### src/rtl/multicycle_ctrl_pkg.sv
// rtl/multicycle_ctrl_pkg.sv - shared encodings for the multicycle MIPS-subset controller
package multicycle_ctrl_pkg;

    localparam logic [2:0] ST_FETCH  = 3'd0;
    localparam logic [2:0] ST_DECODE = 3'd1;
    localparam logic [2:0] ST_EXE    = 3'd2;
    localparam logic [2:0] ST_MEM    = 3'd3;
    localparam logic [2:0] ST_WB     = 3'd4;

    localparam logic [2:0] ALU_ADD = 3'b000;
    localparam logic [2:0] ALU_SUB = 3'b001;
    localparam logic [2:0] ALU_OR  = 3'b010;
    localparam logic [2:0] ALU_SLL = 3'b011;

    localparam logic       SRCA_RS    = 1'b0;
    localparam logic       SRCA_C16   = 1'b1;
    localparam logic [1:0] SRCB_RT    = 2'b00;
    localparam logic [1:0] SRCB_ZIMM  = 2'b01;
    localparam logic [1:0] SRCB_SIMM  = 2'b10;

    localparam logic [1:0] PC_PLUS4   = 2'b00;
    localparam logic [1:0] PC_BRANCH  = 2'b01;
    localparam logic [1:0] PC_JUMP    = 2'b10;
    localparam logic [1:0] PC_RS      = 2'b11;

    localparam logic [1:0] DST_RT     = 2'b00;
    localparam logic [1:0] DST_RD     = 2'b01;
    localparam logic [1:0] DST_R31    = 2'b10;

    localparam logic [1:0] WD_ALU     = 2'b00;
    localparam logic [1:0] WD_MEM     = 2'b01;
    localparam logic [1:0] WD_PC4     = 2'b10;

    localparam logic [5:0] OP_RTYPE   = 6'h00;
    localparam logic [5:0] OP_J       = 6'h02;
    localparam logic [5:0] OP_JAL     = 6'h03;
    localparam logic [5:0] OP_BEQ     = 6'h04;
    localparam logic [5:0] OP_ORI     = 6'h0D;
    localparam logic [5:0] OP_LUI     = 6'h0F;
    localparam logic [5:0] OP_LW      = 6'h23;
    localparam logic [5:0] OP_SW      = 6'h2B;

    localparam logic [5:0] FN_JR      = 6'h08;
    localparam logic [5:0] FN_ADDU    = 6'h21;
    localparam logic [5:0] FN_SUBU    = 6'h23;

    typedef struct packed {
        logic addu;
        logic subu;
        logic jr;
        logic ori;
        logic lui;
        logic lw;
        logic sw;
        logic beq;
        logic j;
        logic jal;
        logic nop;
    } instr_flags_t;

endpackage

### src/rtl/multicycle_ctrl_instr_decode.sv
// rtl/multicycle_ctrl_instr_decode.sv - one-hot classification of opcode/funct
module instr_decode
    import multicycle_ctrl_pkg::*;
(
    input  logic [5:0]   op,
    input  logic [5:0]   funct,
    output instr_flags_t flags
);

    always_comb begin
        flags       = '0;
        flags.addu  = (op == OP_RTYPE) && (funct == FN_ADDU);
        flags.subu  = (op == OP_RTYPE) && (funct == FN_SUBU);
        flags.jr    = (op == OP_RTYPE) && (funct == FN_JR);
        flags.ori   = (op == OP_ORI);
        flags.lui   = (op == OP_LUI);
        flags.lw    = (op == OP_LW);
        flags.sw    = (op == OP_SW);
        flags.beq   = (op == OP_BEQ);
        flags.j     = (op == OP_J);
        flags.jal   = (op == OP_JAL);
        // Anything unrecognised retires as a two-cycle no-op.
        flags.nop   = ~(flags.addu | flags.subu | flags.jr | flags.ori | flags.lui |
                        flags.lw | flags.sw | flags.beq | flags.j | flags.jal);
    end

endmodule

### src/rtl/multicycle_ctrl.sv
// rtl/multicycle_ctrl.sv - five-state multicycle control FSM with decoded control outputs
module multicycle_ctrl
    import multicycle_ctrl_pkg::*;
(
    input  logic        clk,
    input  logic        reset,
    input  logic [31:0] instr,
    input  logic        zero,
    output logic [2:0]  ALUOp,
    output logic        ALUSrcA,
    output logic [1:0]  ALUSrcB,
    output logic        PCWrite,
    output logic [1:0]  PCSrc,
    output logic        IRWrite,
    output logic        MemWrite,
    output logic        RegWrite,
    output logic [1:0]  RegDst,
    output logic [1:0]  MemtoReg,
    output logic [2:0]  state,
    output logic        instr_done
);

    instr_flags_t f;
    logic [2:0]   state_q;
    logic [2:0]   state_d;
    logic         unused_instr_bits;

    assign unused_instr_bits = ^instr[25:6];

    instr_decode u_decode (
        .op    (instr[31:26]),
        .funct (instr[5:0]),
        .flags (f)
    );

    always_ff @(posedge clk) begin
        if (reset) state_q <= ST_FETCH;
        else       state_q <= state_d;
    end

    always_comb begin
        state_d = ST_FETCH;
        case (state_q)
            ST_FETCH:  state_d = ST_DECODE;
            ST_DECODE: state_d = (f.j | f.jal | f.jr | f.nop) ? ST_FETCH : ST_EXE;
            ST_EXE: begin
                if (f.beq)            state_d = ST_FETCH;
                else if (f.lw | f.sw) state_d = ST_MEM;
                else                  state_d = ST_WB;
            end
            ST_MEM:    state_d = f.sw ? ST_FETCH : ST_WB;
            default:   state_d = ST_FETCH;
        endcase
    end

    always_comb begin
        ALUOp      = ALU_ADD;
        ALUSrcA    = SRCA_RS;
        ALUSrcB    = SRCB_RT;
        PCWrite    = 1'b0;
        PCSrc      = PC_PLUS4;
        IRWrite    = 1'b0;
        MemWrite   = 1'b0;
        RegWrite   = 1'b0;
        RegDst     = DST_RT;
        MemtoReg   = WD_ALU;
        instr_done = 1'b0;
        if (!reset) begin
            case (state_q)
                ST_FETCH: begin
                    IRWrite = 1'b1;
                    PCWrite = 1'b1;
                end
                ST_DECODE: begin
                    if (f.j | f.jal) begin
                        PCWrite    = 1'b1;
                        PCSrc      = PC_JUMP;
                        instr_done = 1'b1;
                        if (f.jal) begin
                            RegWrite = 1'b1;
                            RegDst   = DST_R31;
                            MemtoReg = WD_PC4;
                        end
                    end else if (f.jr) begin
                        PCWrite    = 1'b1;
                        PCSrc      = PC_RS;
                        instr_done = 1'b1;
                    end else if (f.nop) begin
                        instr_done = 1'b1;
                    end
                end
                ST_EXE, ST_MEM, ST_WB: begin
                    // Selects derive from the held instruction, so they stay put from EXE to WB.
                    if (f.subu | f.beq) ALUOp = ALU_SUB;
                    else if (f.ori)     ALUOp = ALU_OR;
                    else if (f.lui)     ALUOp = ALU_SLL;
                    if (f.lui)             ALUSrcA = SRCA_C16;
                    if (f.ori | f.lui)     ALUSrcB = SRCB_ZIMM;
                    else if (f.lw | f.sw)  ALUSrcB = SRCB_SIMM;
                    if (f.addu | f.subu)   RegDst   = DST_RD;
                    if (f.lw)              MemtoReg = WD_MEM;
                    if (state_q == ST_EXE && f.beq) begin
                        PCWrite    = zero;
                        PCSrc      = PC_BRANCH;
                        instr_done = 1'b1;
                    end
                    if (state_q == ST_MEM && f.sw) begin
                        MemWrite   = 1'b1;
                        instr_done = 1'b1;
                    end
                    if (state_q == ST_WB) begin
                        RegWrite   = 1'b1;
                        instr_done = 1'b1;
                    end
                end
                default: ;
            endcase
        end
    end

    assign state = state_q;

endmodule

### config.mk
export PLATFORM = sky130hd
export DESIGN_NAME = multicycle_ctrl
export DESIGN_NICKNAME = d
export VERILOG_FILES = /design/src/rtl/multicycle_ctrl_pkg.sv /design/src/rtl/multicycle_ctrl_instr_decode.sv /design/src/rtl/multicycle_ctrl.sv
export SDC_FILE = /design/constraint.sdc
export NUM_CORES = 1
export LEC_CHECK = 0
export CORE_MARGIN = 5
export CORE_UTILIZATION = 30
export CTS_CLUSTER_DIAMETER = 60
export DETAILED_ROUTE_END_ITERATION = 12
export MAX_ROUTING_LAYER = met4
export PLACE_DENSITY = 0.79
export SLEW_MARGIN = 20
export SYNTH_ARGS = -nofsm -noshare
export SYNTH_HDL_FRONTEND = slang
export SYNTH_HIERARCHICAL = 1
export SYNTH_SLANG_ARGS = --single-unit
### constraint.sdc
create_clock -name clk -period 1.9 [get_ports clk]
set_clock_uncertainty 0.1 [all_clocks]
set_input_delay 0.38 -clock clk [delete_from_list [all_inputs] [get_ports clk]]
set_output_delay 0.38 -clock clk [all_outputs]
set_load 0.02 [all_outputs]
### Word level (Yosys, flattened, before mapping)

Cells that the tools add are included.

| word-level totals | value |
|---|---|
| logic and storage cells | 92 |
| register bits after elaboration | 3 |

| operators by class | value |
|---|---|
| muxes and demuxes | 53 |
| bitwise gates (word level) | 16 |
| reduce and logical (&&, ||, !) cells | 8 |
| equality and inequality tests | 14 |

Operators by type and width:

| operator | count |
|---|---|
| 2-to-1 mux 2 bit | 17 |
| 2-to-1 mux 1 bit | 26 |
| equality test 6 bit, second input constant | 4 |
| equality test 6 x 4 -> 1 bit, second input constant | 3 |
| OR 1 bit | 15 |
| equality test 6 x 2 -> 1 bit, second input constant | 2 |
| case mux 2 bit (2 select lines) | 3 |
| case mux 3 bit (4 select lines) | 1 |
| 2-to-1 mux 3 bit | 3 |
| equality test 3 x 2 -> 1 bit, second input constant | 2 |
| equality test 6 x 3 -> 1 bit, second input constant | 1 |
| zero test 6 bit | 1 |
| logical AND 1 bit | 5 |
| case mux 1 bit (2 select lines) | 2 |
| equality test 3 x 1 -> 1 bit, second input constant | 1 |
| equality test 3 bit, second input constant | 1 |
| zero test 3 bit | 1 |
| case mux 1 bit (3 select lines) | 1 |
| OR reduction 3 bit | 1 |
| NOT 1 bit | 1 |

### Depth between registers and ports, before layout

Gate-level depths: netlist of the first run.

| depth | value |
|---|---|
| depth after elaboration | 16 |
| mapped depth | 6 |
| mapped depth without buffers | 6 |

### Hierarchy

Netlist of the first run, hierarchy kept.

By module, submodules not included:

| module | times used | area each (um2) | cells each |
|---|---|---|---|
| multicycle_ctrl | 1 | 386.6 | 57 |
| instr_decode | 1 | 210.2 | 31 |

### Worst setup path after synthesis of the first run

OpenSTA, ideal clock, no wires.

| path | value |
|---|---|
| path type | input to output |
| from | input port instr[30] |
| to | output port PCSrc[0] |
| stages on the path | 5 |
| path slack | -0.158 ns |
| arrival | 1.578 ns |
| path through | nor2_1 and4_2 nor2b_1 a32oi_1 nor3_1 |

RTL lines:

| element | line | source |
|---|---|---|
| start: declaration | multicycle_ctrl.sv:7 | `input logic [31:0] instr,` |
| end: declaration | multicycle_ctrl.sv:13 | `output logic [1:0] PCSrc,` |

==> results of run 1 <==
==> through the flow <==
stage | util [%] | setup TNS, ns | total power (W)
2_1_floorplan | - | -0.0702 | 0.000128
3_3_place_gp | 64.1 | -15.16 | 0.000218
3_5_place_dp | 64.1 | -15.98 | 0.000224
4_1_cts | 66.7 | -2.33 | 0.000342
5_1_grt | 70.6 | -2.75 | 0.000384
6_report | 70.6 | -1.57 | 0.000358
==> worst register-to-register path, delay by kind of cell (launching register included) <==
family          cells  cell delay, ns
compound gates      1            0.14
buf+inv             2            0.29
simple gates        1            0.51
flops               1            0.34
==> power by group through the flow <==
stage	combinational (W)	sequential [W]	clock, W
2_1_floorplan	0.0000565	0.0000719	0
3_3_place_gp	0.000148	0.0000695	0
3_5_place_dp	0.000154	0.0000699	0
4_1_cts	0.000159	0.0000689	0.000115
5_1_grt	0.000188	0.0000695	0.000126
6_report	0.000177	0.0000691	0.000112
==> what timing repair did <==
action,CTS,global route
setup buffers,3,2
endpoints found under the setup margin,19,17
resized for setup,129,32
pin swaps,15,19
==> metal layers <==
metal  vias to the layer above  routed length [um]  global-route usage [%]
li1                        463                   -                       -
met1                       431                 935                    17.2
met2                        36                1470                    40.0
met3                        10                 144                    2.18
met4                         0                  80                    10.4
met5                         -                   0                       -
==> cells in the final DEF, fill, tap and decap left out, types with 2 or more instances in the layout <==
cell,n
nor4_4,3
nor2_1,14
and2b_1,2
nand3b_1,2
buf_6,5
inv_1,4
nor3_2,4
nor2_2,8
dfxtp_1,2
buf_4,48
clkbuf_4,3
nor3b_2,3
dlygate4sd2_1,4
clkdlybuf4s50_1,3
mux2_4,2
a21oi_2,2
nand2_1,6
clkbuf_2,4
buf_2,6
buf_8,2
nor4_2,3
==> logic make-up (layout without fill, tap and decap cells) <==
| group | Yosys count | after routing | share of synthesized area [%] |
|---|---|---|---|
| other | 1 | 1 | 0.628 |
| muxes | 3 | 3 | 6.08 |
| buffers and inverters | 8 | 80 | 7.55 |
| and+or+nand+nor | 62 | 62 | 60.2 |
| AOI/OAI and AO/OA | 11 | 11 | 15.5 |
| DFF | 3 | 3 | 10.1 |
==> cell type report <==
class,count,area [sq um]
Inverter,4,15.0
Sequential cell,3,61.3
Timing Repair Buffer,72,562
Fill cell,171,564
Tap cell,27,33.8
Clock buffer,4,26.3
Multi-Input combinational cell,77,659
==> worst paths after layout <==
kind / slack [ns] / end / cells after the start / startpoint
worst max-delay path: -0.21 / PCSrc[0] / 7 / instr[29]
worst min-delay path: 0.60 / state[2] / 3 / state[1]
worst max register to register: 0.44 / state[1] / 4 / state[0]
worst min register to register: 0.60 / state[2] / 3 / state[1]
==> flow_summary.toml, run 1 <==
[status]
status = "complete, but fails checks"
violations = "negative setup slack"

[yosys]
synth_top_cell_area_share_pct = 13.8
ys_types = 36
netlist_area_sq_um = 597
yosysWarnings = 6
synth.net_count = 123
synth-edff-count = 0
netlist_instances = 88
ys_ff_latch = 3
synth_common_cells = "nor2_1 (22), nand2_1 (7), nor3_1 (5)"
synth_top_area_cell = "nor2_1"
synth_area_leaders = "nor2_1 (14%), dfxtp_1 (10%), nor4_2 (6.3%)"
yosys_most_used_dff = "dfxtp_1"
seq_area_frac_synth_pct = 10.1
synth_most_common_cell = "nor2_1"
ys_async_sr_fraction_pct = 0
avgSynthCellArea_sq_um = 6.78

[place]
dpl.hpwl_um = 1910
dpl_worst_slack_ns = -1.10
placed_cell_area_sq_um = 1230
portBuffers = 33
gp_congestion = 0.830
dp.cells = 179

[critical_path]
cp-start-kind = "input pin"
crit_path_end_kind = "output port"
critical_path_class = "input pin to output port"
max_stage_delay_ns = 0.26
critPathSlowestCell = "nor4_4"
cp_top_family = "simple AND/OR/NAND/NOR gates"
cp_num_buf_inv = 3
worstPathMaxFanout = 6
crit_required_ns = 1.42
worst_ep_arrival_time_ns = 1.63
crit_top_cell = "buf_4"
path_cells = "buf_2 > nor4_4 > buf_4 > and4_4 > a32oi_2 > nor3_2 > buf_4"

[sta]
timing.final.ws_setup_ns = -0.209
maxSlewViolCount = 0
timing.final.crit_share_pct = 111
rsz0062_at_grt = "true"
max_freq_ghz = 0.474
finalHoldViolations = 0
setup_violations = 13
hold_ws_ns = 0.597
period_minus_slack_ns = 2.11

[global_routing]
grt_start_max_net_pins = 8
grt_overflow = 0
grt_antenna_before_repair = 0
grt_pass1_wl_um = 4240
grt_pass1_vias = 1009
track_usage_pct = 19.7

[floorplan]
die_w_um = 54.6
core_area_sq_um = 1920
start_util_pct = 31.1
io-pin-count = 55
dieHeight_um = 54.6
row_count = 16
die-area_sq_um = 2980

[routing]
ant_nets = 0
drc = 0
totalWireLength_um = 2630
drt-initial-drc-count = 8
viasPerCell = 5.03
routedWlPerCell_um = 14.1
vias = 940
firstDrtPassIters = 4

[clock_tree]
cts_hold_buffers = 0
htreeDepth = 1
cts_tree = "yes"
insertion_delay_ns = 0.23
cts.path.max_buffers = 2
cts_root_buf = "clkbuf_4"
cts_buffers = 3
clk_pin_slew_ns = 0.04
clock_sinks = 3

[finish]
nNetsFinal = 196
area_growth_pct = 127
stdcell_count = 187
largest_register_ffs = 3
design_area_sq_um = 1360
diodes = 0
layout-drive-gt1-share_pct = 66.3

[power]
pwr-share-seq_pct = 19.3
p_sw_w = 0.000122
ir_worst_vdd_mv = 0.249
powerDensity_nw_per_um2 = 263
leakagePower_nw = 0.616
power_frac_comb_pct = 49.4
p_int_w = 0.000236
switching_share_pct = 34.1
clock_power_share_pct = 31.3

[worst_hold_path]
hold_path_class = "register to register"

[flow_run]
cap_violations = 0
(Power assumes the default switching activity.)
==> run 2: changes to the inputs <==
CORE_MARGIN = default   (was 5)
==> flow_summary.toml, run 2 (synthesis results as in run 1) <==
[power]
ir_worst_vdd_mv = 0.335
clock_power_share_pct = 31.2
power_frac_comb_pct = 50.2
switching_share_pct = 36.1
p_int_w = 0.000240
p_sw_w = 0.000136
pwr-share-seq_pct = 18.5
leakagePower_nw = 0.657
powerDensity_nw_per_um2 = 261

[routing]
drt-initial-drc-count = 7
totalWireLength_um = 2750
ant_nets = 0
drc = 0
viasPerCell = 5.22
firstDrtPassIters = 6
routedWlPerCell_um = 15.1
vias = 950

[global_routing]
grt_start_max_net_pins = 9
track_usage_pct = 25.3
grt_pass1_vias = 873
grt_pass1_wl_um = 3770
grt_antenna_before_repair = 0
grt_overflow = 0

[worst_hold_path]
min_path_cells = 3
min_from = "state[2]"
hold_path_class = "register to register"
hold_end = "state[1]"

[finish]
diodes = 0
layout-drive-gt1-share_pct = 70.7
area_growth_pct = 141
fill_cells = 117
nNetsFinal = 193
stdcell_count = 182
largest_register_ffs = 3
final_cell_mix = "buf_4 (41), nor2_1 (12), nor2_2 (8), buf_6 (8), buf_2 (8)"
mostFrequentLayoutCell = "buf_4"

[place]
gp_congestion = 0.852
dp.cells = 175
portBuffers = 33
dpl.hpwl_um = 1760

[clock_tree]
cts_root_buf = "clkbuf_4"
cts_buffers = 3
insertion_delay_ns = 0.24
clk_pin_slew_ns = 0.04
cts_tree = "yes"
clock_sinks = 3
cts.path.max_buffers = 2
htreeDepth = 1

[critical_path]
crit_required_ns = 1.42
ff2ff_path_depth = 3
critPathSlowestCell = "a32oi_1"
cp-start-kind = "input pin"
rrSetupSlack_ns = 0.53
crit_path_end_kind = "output port"
critical_path_class = "input pin to output port"
timing.rr.end = "state[1]"
worstPathMaxFanout = 8
path_cells = "buf_4 > nor2_1 > nand2_2 > nor3b_2 > buf_4 > nor2_1 > a32oi_1 > nor3_2 > buf_4"
r2r-start = "state[0]"
max_stage_delay_ns = 0.26
worst_ep_arrival_time_ns = 1.65
crit_top_cell = "buf_4"

[floorplan]
dieHeight_um = 46.6
die-area_sq_um = 2170
die_w_um = 46.6
core_area_sq_um = 1800
start_util_pct = 33.1
row_count = 15
io-pin-count = 55

[sta]
setup_violations = 11
finalHoldViolations = 0
timing.final.ws_setup_ns = -0.232
max_freq_ghz = 0.469
hold_ws_ns = 0.607
timing.final.crit_share_pct = 112
maxSlewViolCount = 0
period_minus_slack_ns = 2.13
rsz0062_at_grt = "true"

[flow_run]
cap_violations = 0

[status]
violations = "negative setup slack"
status = "complete, but fails checks"
[run 2: changes by cell type in the layout (fill, tap and decap cells not counted), sizes merged]
cell / previous run / this run
clkbuf: 8 / 4
clkdlybuf4s50: 3 / 1
dlymetal6s2s: 0 / 2
clkdlybuf4s15: 0 / 1
[run 2: through the flow]
step           TNS (ns)  total power [W]  setup slack [ns]  util (%)  instance area [sq um]
2_1_floorplan   -0.0702         0.000128           -0.0240         -                    636
3_3_place_gp     -15.24         0.000212             -1.05      67.4                   1210
3_5_place_dp     -15.90         0.000217             -1.11      67.4                   1210
4_1_cts           -1.40         0.000350            -0.235      73.1                   1320
5_1_grt           -2.01         0.000400            -0.261      79.8                   1440
6_report          -1.26         0.000376            -0.232      79.8                   1440
[run 2: area by class of cell]
type                            count  area (sq um)  share of cell area (%)
Sequential cell                     3          62.6                    4.35
Multi-Input combinational cell     77           718                    50.0
Clock buffer                        4          26.3                    1.83
Tap cell                           25          31.3                    2.18
Timing Repair Buffer               69           584                    40.6
Inverter                            4          15.0                    1.04
[run 2: what timing repair did]
item,in CTS,in global routing
gates resized for setup,149,40
setup endpoints to repair,20,18
hold buffers,0,0
buffers inserted,1,3
pin swaps,21,16
[run 2: how the worst max path moves through the flow]
stage	start	end	slack, ns	cells past startpoint
2_1_floorplan	instr[30]	ALUOp[1]	-0.02	5
3_3_place_gp	instr[28]	instr_done	-1.05	6
3_5_place_dp	instr[28]	instr_done	-1.11	6
4_1_cts	instr[29]	instr_done	-0.24	7
5_1_grt	instr[28]	PCSrc[0]	-0.26	9
6_report	instr[28]	PCSrc[0]	-0.23	9
[run 2: worst max-delay path, delay by kind of cell]
kind,cells,cell delay (ns)
AO/OA/AOI/OAI,1,0.26
buffers and inverters,3,0.47
AND/OR/NAND/NOR,5,0.54
[run 2: power by group through the flow]
stage	combinational (W)	clock (W)	sequential [W]
floorplan	0.0000565	0	0.0000719
CTS	0.000161	0.000120	0.0000685
detailed placement	0.000147	0	0.0000695
global placement	0.000142	0	0.0000693
finish	0.000189	0.000117	0.0000697
global route	0.000198	0.000132	0.0000697
[run 2: routing by layer]
metal,part of all wire (%),global-route usage [%]
met1,42,29.5
met2,52,40.8
met3,3.0,4.71
met4,2.9,12.4
met5,0,-
